`src/rtl/mul_div_unit.sv`:
```
`default_nettype none
// +----------------------------------------------------------------------------+
// | mul_div_unit: iterative radix-2 multiply/divide unit, signed and unsigned  |
// | Rev 1.0 - initial release                                                  |
// +----------------------------------------------------------------------------+
module mul_div_unit #(
  parameter int WIDTH = 32
) (
  input  logic             clk,
  input  logic             rst,
  input  logic             start,
  input  logic             flush,
  input  logic [1:0]       op,
  input  logic [WIDTH-1:0] a,
  input  logic [WIDTH-1:0] b,
  output logic             busy,
  output logic             done,
  output logic [WIDTH-1:0] hi,
  output logic [WIDTH-1:0] lo,
  output logic             div_zero
);

  localparam int         c_cw   = $clog2(WIDTH);
  localparam logic [1:0] c_idle = 2'd0;
  localparam logic [1:0] c_busy = 2'd1;
  localparam logic [1:0] c_done = 2'd2;
  localparam logic [c_cw-1:0] c_last = c_cw'(WIDTH - 1);

  logic [1:0]       r_state;
  logic [c_cw-1:0]  r_cnt;
  logic             r_is_div;
  logic             r_neg_res;
  logic             r_neg_rem;
  logic             r_dz;
  logic [WIDTH-1:0] r_opb;
  logic [WIDTH:0]   r_rem;
  logic [WIDTH-1:0] r_quo;

  logic             w_a_neg, w_b_neg;
  logic [WIDTH-1:0] w_a_mag, w_b_mag;
  logic [WIDTH:0]   w_mul_sum, w_shift, w_diff;
  logic [WIDTH:0]   w_rem_nx;
  logic [WIDTH-1:0] w_quo_nx;
  logic [2*WIDTH-1:0] w_prod, w_prod_s;
  logic [WIDTH-1:0] w_q_s, w_r_s;

  // Signed ops are op[0]==0; magnitudes of the most-negative value fit unsigned
  assign w_a_neg = ~op[0] & a[WIDTH-1];
  assign w_b_neg = ~op[0] & b[WIDTH-1];
  assign w_a_mag = w_a_neg ? (~a + 1'b1) : a;
  assign w_b_mag = w_b_neg ? (~b + 1'b1) : b;

  // {r_rem, r_quo} is a 2*WIDTH+1 bit accumulator shared by both algorithms
  assign w_mul_sum = r_rem + {1'b0, (r_quo[0] ? r_opb : {WIDTH{1'b0}})};
  assign w_shift   = {r_rem[WIDTH-1:0], r_quo[WIDTH-1]};
  assign w_diff    = w_shift - {1'b0, r_opb};

  always_comb begin
    w_rem_nx = r_rem;
    w_quo_nx = r_quo;
    if (r_is_div) begin
      if (w_shift >= {1'b0, r_opb}) begin
        w_rem_nx = w_diff;
        w_quo_nx = {r_quo[WIDTH-2:0], 1'b1};
      end else begin
        w_rem_nx = w_shift;
        w_quo_nx = {r_quo[WIDTH-2:0], 1'b0};
      end
    end else begin
      w_rem_nx = {1'b0, w_mul_sum[WIDTH:1]};
      w_quo_nx = {w_mul_sum[0], r_quo[WIDTH-1:1]};
    end
  end

  assign w_prod   = {w_rem_nx[WIDTH-1:0], w_quo_nx};
  assign w_prod_s = r_neg_res ? (~w_prod + 1'b1) : w_prod;
  assign w_q_s    = r_neg_res ? (~w_quo_nx + 1'b1) : w_quo_nx;
  assign w_r_s    = r_neg_rem ? (~w_rem_nx[WIDTH-1:0] + 1'b1) : w_rem_nx[WIDTH-1:0];

  always_ff @(posedge clk) begin
    if (!rst) begin
      r_state   <= c_idle;
      r_cnt     <= '0;
      r_is_div  <= 1'b0;
      r_neg_res <= 1'b0;
      r_neg_rem <= 1'b0;
      r_dz      <= 1'b0;
      r_opb     <= '0;
      r_rem     <= '0;
      r_quo     <= '0;
      hi        <= '0;
      lo        <= '0;
      div_zero  <= 1'b0;
    end else begin
      case (r_state)
        c_idle: begin
          if (start && !flush) begin
            r_state   <= c_busy;
            r_cnt     <= '0;
            r_is_div  <= op[1];
            r_neg_res <= w_a_neg ^ w_b_neg;
            r_neg_rem <= w_a_neg;
            r_dz      <= op[1] & (b == '0);
            r_opb     <= op[1] ? w_b_mag : w_a_mag;
            r_quo     <= op[1] ? w_a_mag : w_b_mag;
            r_rem     <= '0;
          end
        end
        c_busy: begin
          if (flush) begin
            r_state <= c_idle;
          end else begin
            r_rem <= w_rem_nx;
            r_quo <= w_quo_nx;
            r_cnt <= r_cnt + 1'b1;
            if (r_cnt == c_last) begin
              r_state <= c_done;
              if (!r_is_div) begin
                {hi, lo} <= w_prod_s;
                div_zero <= 1'b0;
              end else begin
                // Zero divisor leaves |a| in the remainder, so hi re-signs to a
                hi       <= w_r_s;
                lo       <= r_dz ? {WIDTH{1'b1}} : w_q_s;
                div_zero <= r_dz;
              end
            end
          end
        end
        default: r_state <= c_idle;
      endcase
    end
  end

  assign busy = (r_state != c_idle);
  assign done = (r_state == c_done);

endmodule
`default_nettype wire
```
`config.mk`:
```
export PLATFORM = sky130hd
export DESIGN_NAME = mul_div_unit
export DESIGN_NICKNAME = d
export VERILOG_FILES = /design/src/rtl/mul_div_unit.sv
export SDC_FILE = /design/constraint.sdc
export NUM_CORES = 1
export LEC_CHECK = 0
export BUFFER_PORTS_ARGS = -buffer_cell sky130_fd_sc_hd__buf_2
export CORE_ASPECT_RATIO = 1.25
export CORE_MARGIN = 2
export CORE_UTILIZATION = 35
export CTS_BUF_LIST = sky130_fd_sc_hd__clkbuf_16
export CTS_CLUSTER_DIAMETER = 80
export DETAILED_ROUTE_END_ITERATION = 16
export PLACE_DENSITY = 0.52
export SLEW_MARGIN = 20
export SYNTH_ARGS = -nofsm -noshare
export SYNTH_HDL_FRONTEND = slang
export SYNTH_SLANG_ARGS = --single-unit
export TNS_END_PERCENT = 5
```
`constraint.sdc`:
```
create_clock -name clk -period 7.35 [get_ports clk]
set_input_delay 1.47 -clock clk [delete_from_list [all_inputs] [get_ports clk]]
set_output_delay 1.47 -clock clk [all_outputs]
set_load 0.01 [all_outputs]
```
# == After elaboration in Yosys (flattened, before gate mapping) ==
# Cells that the tools add are included.
# word_totals
elab_cells,77
register_bits,173
output_inout_bits,67
inputBits,70
# op_classes
n_lt_le_gt_ge,1
mux,29
n_bitwise,11
n_reduce_logical,10
add_sub_neg,8
n_eq_ne,6
# op_table
operator,count
$mux 32,13
$mux 33,4
$add 32x1->32 const B,4
$not 32->32,4
$pmux 33 s2,1
$add 64x1->64 const B,1
$mux 64,1
$not 64->64,1
$pmux 32 s2,1
$add 33x32->33,1
$ge 33x32->1,1
$sub 33x32->33,1
$logic_not 32->1,1
$mux 5,2
$pmux 5 s2,1
$mux 2,3
$reduce_and 3->1,2
$add 5x1->5 const B,1
$eq 5x5->1 const B,1
$ne 2x2->1 const B,2
$pmux 2 s2,1
$reduce_and 2->1,2
$reduce_bool 2->1,2
$and 1x1->1,3
other kinds (9),11

# == Logic depth before layout (Yosys ltp) ==
# logic_depth
word_depth,8
mapped_depth,20
depth_no_buf,18

# == Worst setup path after synthesis ==
# OpenSTA, ideal clock, no wires.
# synth_timing
kind,reg-to-reg
startpoint,register r_opb[18]
endpoint,register hi[28]
t_arrival_ps,4487
required_ps,7264
synth_period_minus_slack_ps,4573
stages_incl_launch_ff,20
setup_time_ps,86
setup_slack_ps,2777
path_buffers,1
path_cell_list,dfxtp_1 > inv_1 > ha_1 > a21oi_2 > o21ai_1 > a311o_1 > a221o_2 > buf_4 > nor3_1 > o21bai_1 > ha_1 > nand2_1 > or3_1 > or3_1 > nand2_1 > nand4_1 > nor4_1 > a21oi_1 > xnor2_1 > a211oi_1
# synth_via
elab_chain_cells,7
word_cells_on_any_way,15
classes_between,add/sub (4); order compare (1); mux (8); bitwise (2)
# synth_lines
item,line,source
"start, declared",35,logic [WIDTH-1:0] r_opb;
"start signal, assigned",104,r_opb <= op[1] ? w_b_mag : w_a_mag;
"$mux 32, or another cell as far along",54,"assign w_mul_sum = r_rem + {1'b0, (r_quo[0] ? r_opb : {WIDTH{1'b0}})};"
"$add 33x32->33, or another cell as far along",54,
$mux 33 / $mux 32 (equally long branches),61,if (r_is_div) begin
$not 64->64 / $not 32->32 (equally long branches),"76, 78",
$add 64x1->64 / $add 32x1->32 (equally long branches),"76, 78",
$mux 64 / $mux 32 (equally long branches),"76, 78",
$mux 32 *,118,if (!r_is_div) begin
"end signal, assigned",119,"{hi, lo} <= w_prod_s;"
"end signal, assigned",123,hi <= w_r_s;
"end, declared",18,"output logic [WIDTH-1:0] hi,"
# Every way passes the cells marked *; elsewhere a longest branch is shown, timed or not.
# A chain may end at the register's enable or synchronous reset.

# == Final worst setup path ==
# layout_timing
startpoint,register r_opb[30]
endpoint,register hi[28]
# layout_via
elab_chain_cells,7
word_cells_on_any_way,12
classes_between,add/sub (2); order compare (1); mux (7); bitwise (2)
# layout_lines
item,line,source
$ge 33x32->1 *,62,"if (w_shift >= {1'b0, r_opb}) begin"
$mux 1 / $mux 33 (equally long branches),62,
$mux 32 / $mux 33 (equally long branches),61,
$not 64->64 / $not 32->32 (equally long branches),"76, 78",
$add 64x1->64 / $add 32x1->32 (equally long branches),"76, 78",
$mux 64 / $mux 32 (equally long branches),"76, 78",
$mux 32 *,118,
# Marks and branches as above.

==> out/qor.txt <==
Status = finished, final reports clean
Remaining global-route overflow = 0
Fmax = 0.171 GHz
WP data arrival = 6250 ps
Pleak = 6.59 nW
Post-cts sizing count = 0
Clock skew = 16.9 ps
Clock Sinks = 173
Initial antenna violation count = 1
Setup crit start kind = flip-flop
WL/cell = 22.4 um
Element type at the critical path end = flip-flop
Largest net degree at the start of global routing = 71
Setup TNS = 0 ps
First-pass GRT wire length = 90,700 um
Peak VDD IR = 0.126 mV
Vias in the first global route = 15,300
Syn_nets = 2,196
Class of the worst hold path = flip-flop to flip-flop
Remaining DRCs = 0
WS Path Type = flip-flop to flip-flop
Top FF cell, synth = dfxtp_1
Clk slew on worst S/H paths = 80 ps
Worst Path Max Fanout = 14
CTS tree = done
Final period util = 79.7%
Slew HR = 26.8%
P&R area growth vs syn = 11.0%
Syn avg cell area = 7.35 um2
Nets@finish = 2,241
WL final = 59,900 um
Main area contributors after synthesis = dfxtp_1, a21oi_1, ha_1, nor2_1, nand2_1
Final Total Pwr = 2.72 mW
Clock tree root buffer cell = clkbuf_16
Crit path time final = 5860 ps
Post-synthesis sequential area ratio = 22.9%
P per Cell Area = 162 mW/mm2
Req. time, crit path = 7740 ps
CTS HTree Levels = 4
# setup viols final = 0
Final worst slack = 1490 ps
Remaining antenna violation count = 0
Hold path depth = 2
Dpl hpwl = 46,300 um
Cell area after layout = 0.0168 mm2
RSZ-0062 raised after global routing = false
Share of cells above drive strength 1 = 12.6%
Post-synthesis instance total = 2,054
Via density = 5.88
Gpl congestion = 0.954
Most frequent cells after synthesis = a21oi_1, nor2_1, nand2_1, dfxtp_1, o21ai_0
Syn Std Cell Area = 0.0151 mm2
Drt pass-1 iters = 5
Worst-Skew Late Latency = 480 ps
Max clock buf depth = 2
Effective utilization at floorplan = 35.2%
R2R depth = 18
Setup Buffers After CTS = 0
FF+latch count, synth = 173
Synth unique cells = 96
Critical path depth = 18
Top-area cell type share of the netlist area = 22.9%
IO buf count = 136
Worst Max-Slew Pin Slew = 1100 ps
Overall Global Routing Usage = 26.3%
Initial DRC count = 1,007
Largest area contributor in the synthesized netlist = dfxtp_1
Cell row count = 85
Hold Vio Cnt, Final = 0
Max_cap viols = 0
Fraction of registers with async set/reset = 0%
Die height = 236 um
Full die area = 0.0448 mm2
Critical path's top delay family = simple AND/OR/NAND/NOR gates
Hold slack = 450 ps
Dpl ws = 1630 ps
I/O pins = 137
Hold_buf cts = 0
CP Cell Sequence = inv_1, ha_1, a21o_1, a211oi_1, o21ai_0, a221o_2, nor3_1, o21bai_1, ha_1, nand2_1, or3_1, or3_1, nand2_1, nand4_1, nor4_1, a21oi_1, xnor2_1, a211oi_1
Placed cell area = 0.0162 mm2
Most common cell in the netlist = a21oi_1
YS warnings = 0
DIE WIDTH = 190 um
Core Box Area = 0.0429 mm2
Final Max Slew Viols = 0
Vias = 15,700
WP buf/inv = 1
Slowest stage delay, CP = 550 ps
# diodes = 0
Post-synth EDFFs = 0
TritonCTS Buffers = 17
Worst path slowest cell = nor3_1
[routing by layer]
metal	track usage, %	wire length [um]	up-vias
li1	-	-	7630
met1	30.0	23800	7498
met2	46.6	29700	476
met3	3.41	2570	140
met4	15.9	3810	0
met5	0	0	-
[cell type report]
cell class	count	area, um2
multi-input cells	1681	10900
fillers	4502	26100
repair buffers	159	853
flip-flops and latches	173	3470
well taps	565	707
inverters	67	253
clock inverters	15	185
clock buffers	17	425
[worst paths after layout]
kind / startpoint / slack [ps] / to
worst max-delay path: r_opb[30]$_SDFFE_PN0P_ / 1490 / hi[28]$_SDFFE_PN0P_
worst min-delay path: hi[2]$_SDFFE_PN0P_ / 450 / hi[2]$_SDFFE_PN0P_
worst max register to register: r_opb[30]$_SDFFE_PN0P_ / 1490 / hi[28]$_SDFFE_PN0P_
worst min register to register: hi[2]$_SDFFE_PN0P_ / 450 / hi[2]$_SDFFE_PN0P_
[registers in the layout, indices dropped and copies added (netlist names)]
name / count
r_rem: 33
hi: 32
lo: 32
r_opb: 32
r_quo: 32
r_cnt: 5
r_state: 2
div_zero: 1
r_dz: 1
r_is_div: 1
r_neg_rem: 1
r_neg_res: 1
[kinds of logic after synthesis]
logic type / Yosys count / synth area share, %
AND/OR/NAND/NOR: 712 / 22.8
AO/OA/AOI/OAI: 691 / 30.4
buffers and inverters: 200 / 5.25
flip-flops: 173 / 22.9
XOR/XNOR: 156 / 9.05
adder cells (fa/ha/maj): 72 / 6.06
multiplexers: 50 / 3.52
[power by group]
part | total (mW) | switching (mW) | internal [mW] | leakage, nW
Combinational | 0.760 | 0.503 | 0.257 | 4.89
Clock | 0.966 | 0.501 | 0.465 | 0.293
Sequential | 0.991 | 0.0308 | 0.960 | 1.40
[worst min-delay path: stages, from the launching register on]
cell and delay, ps:
dfxtp_1 310, nand2_1 50, a21oi_1 50
[layout by cell type (no fill, tap or decap), types with 52 or more instances in the layout]
cell and n:
xor2_1 75, nor2_1 211, a21oi_1 212, o211ai_1 52, o21ai_0 109, ha_1 70
xnor2_1 81, nor3_1 57, dfxtp_1 172, buf_2 136, inv_1 65, nand2_1 197
[metrics by stage]
step | utilization [%] | instances
finish | 39.1 | 2677
global route | 39.1 | 2677
CTS | 39.1 | 2677
detailed placement | 37.7 | 2645
global placement | 37.7 | 2645
floorplan | - | 2054
(Power assumes the default switching activity.)
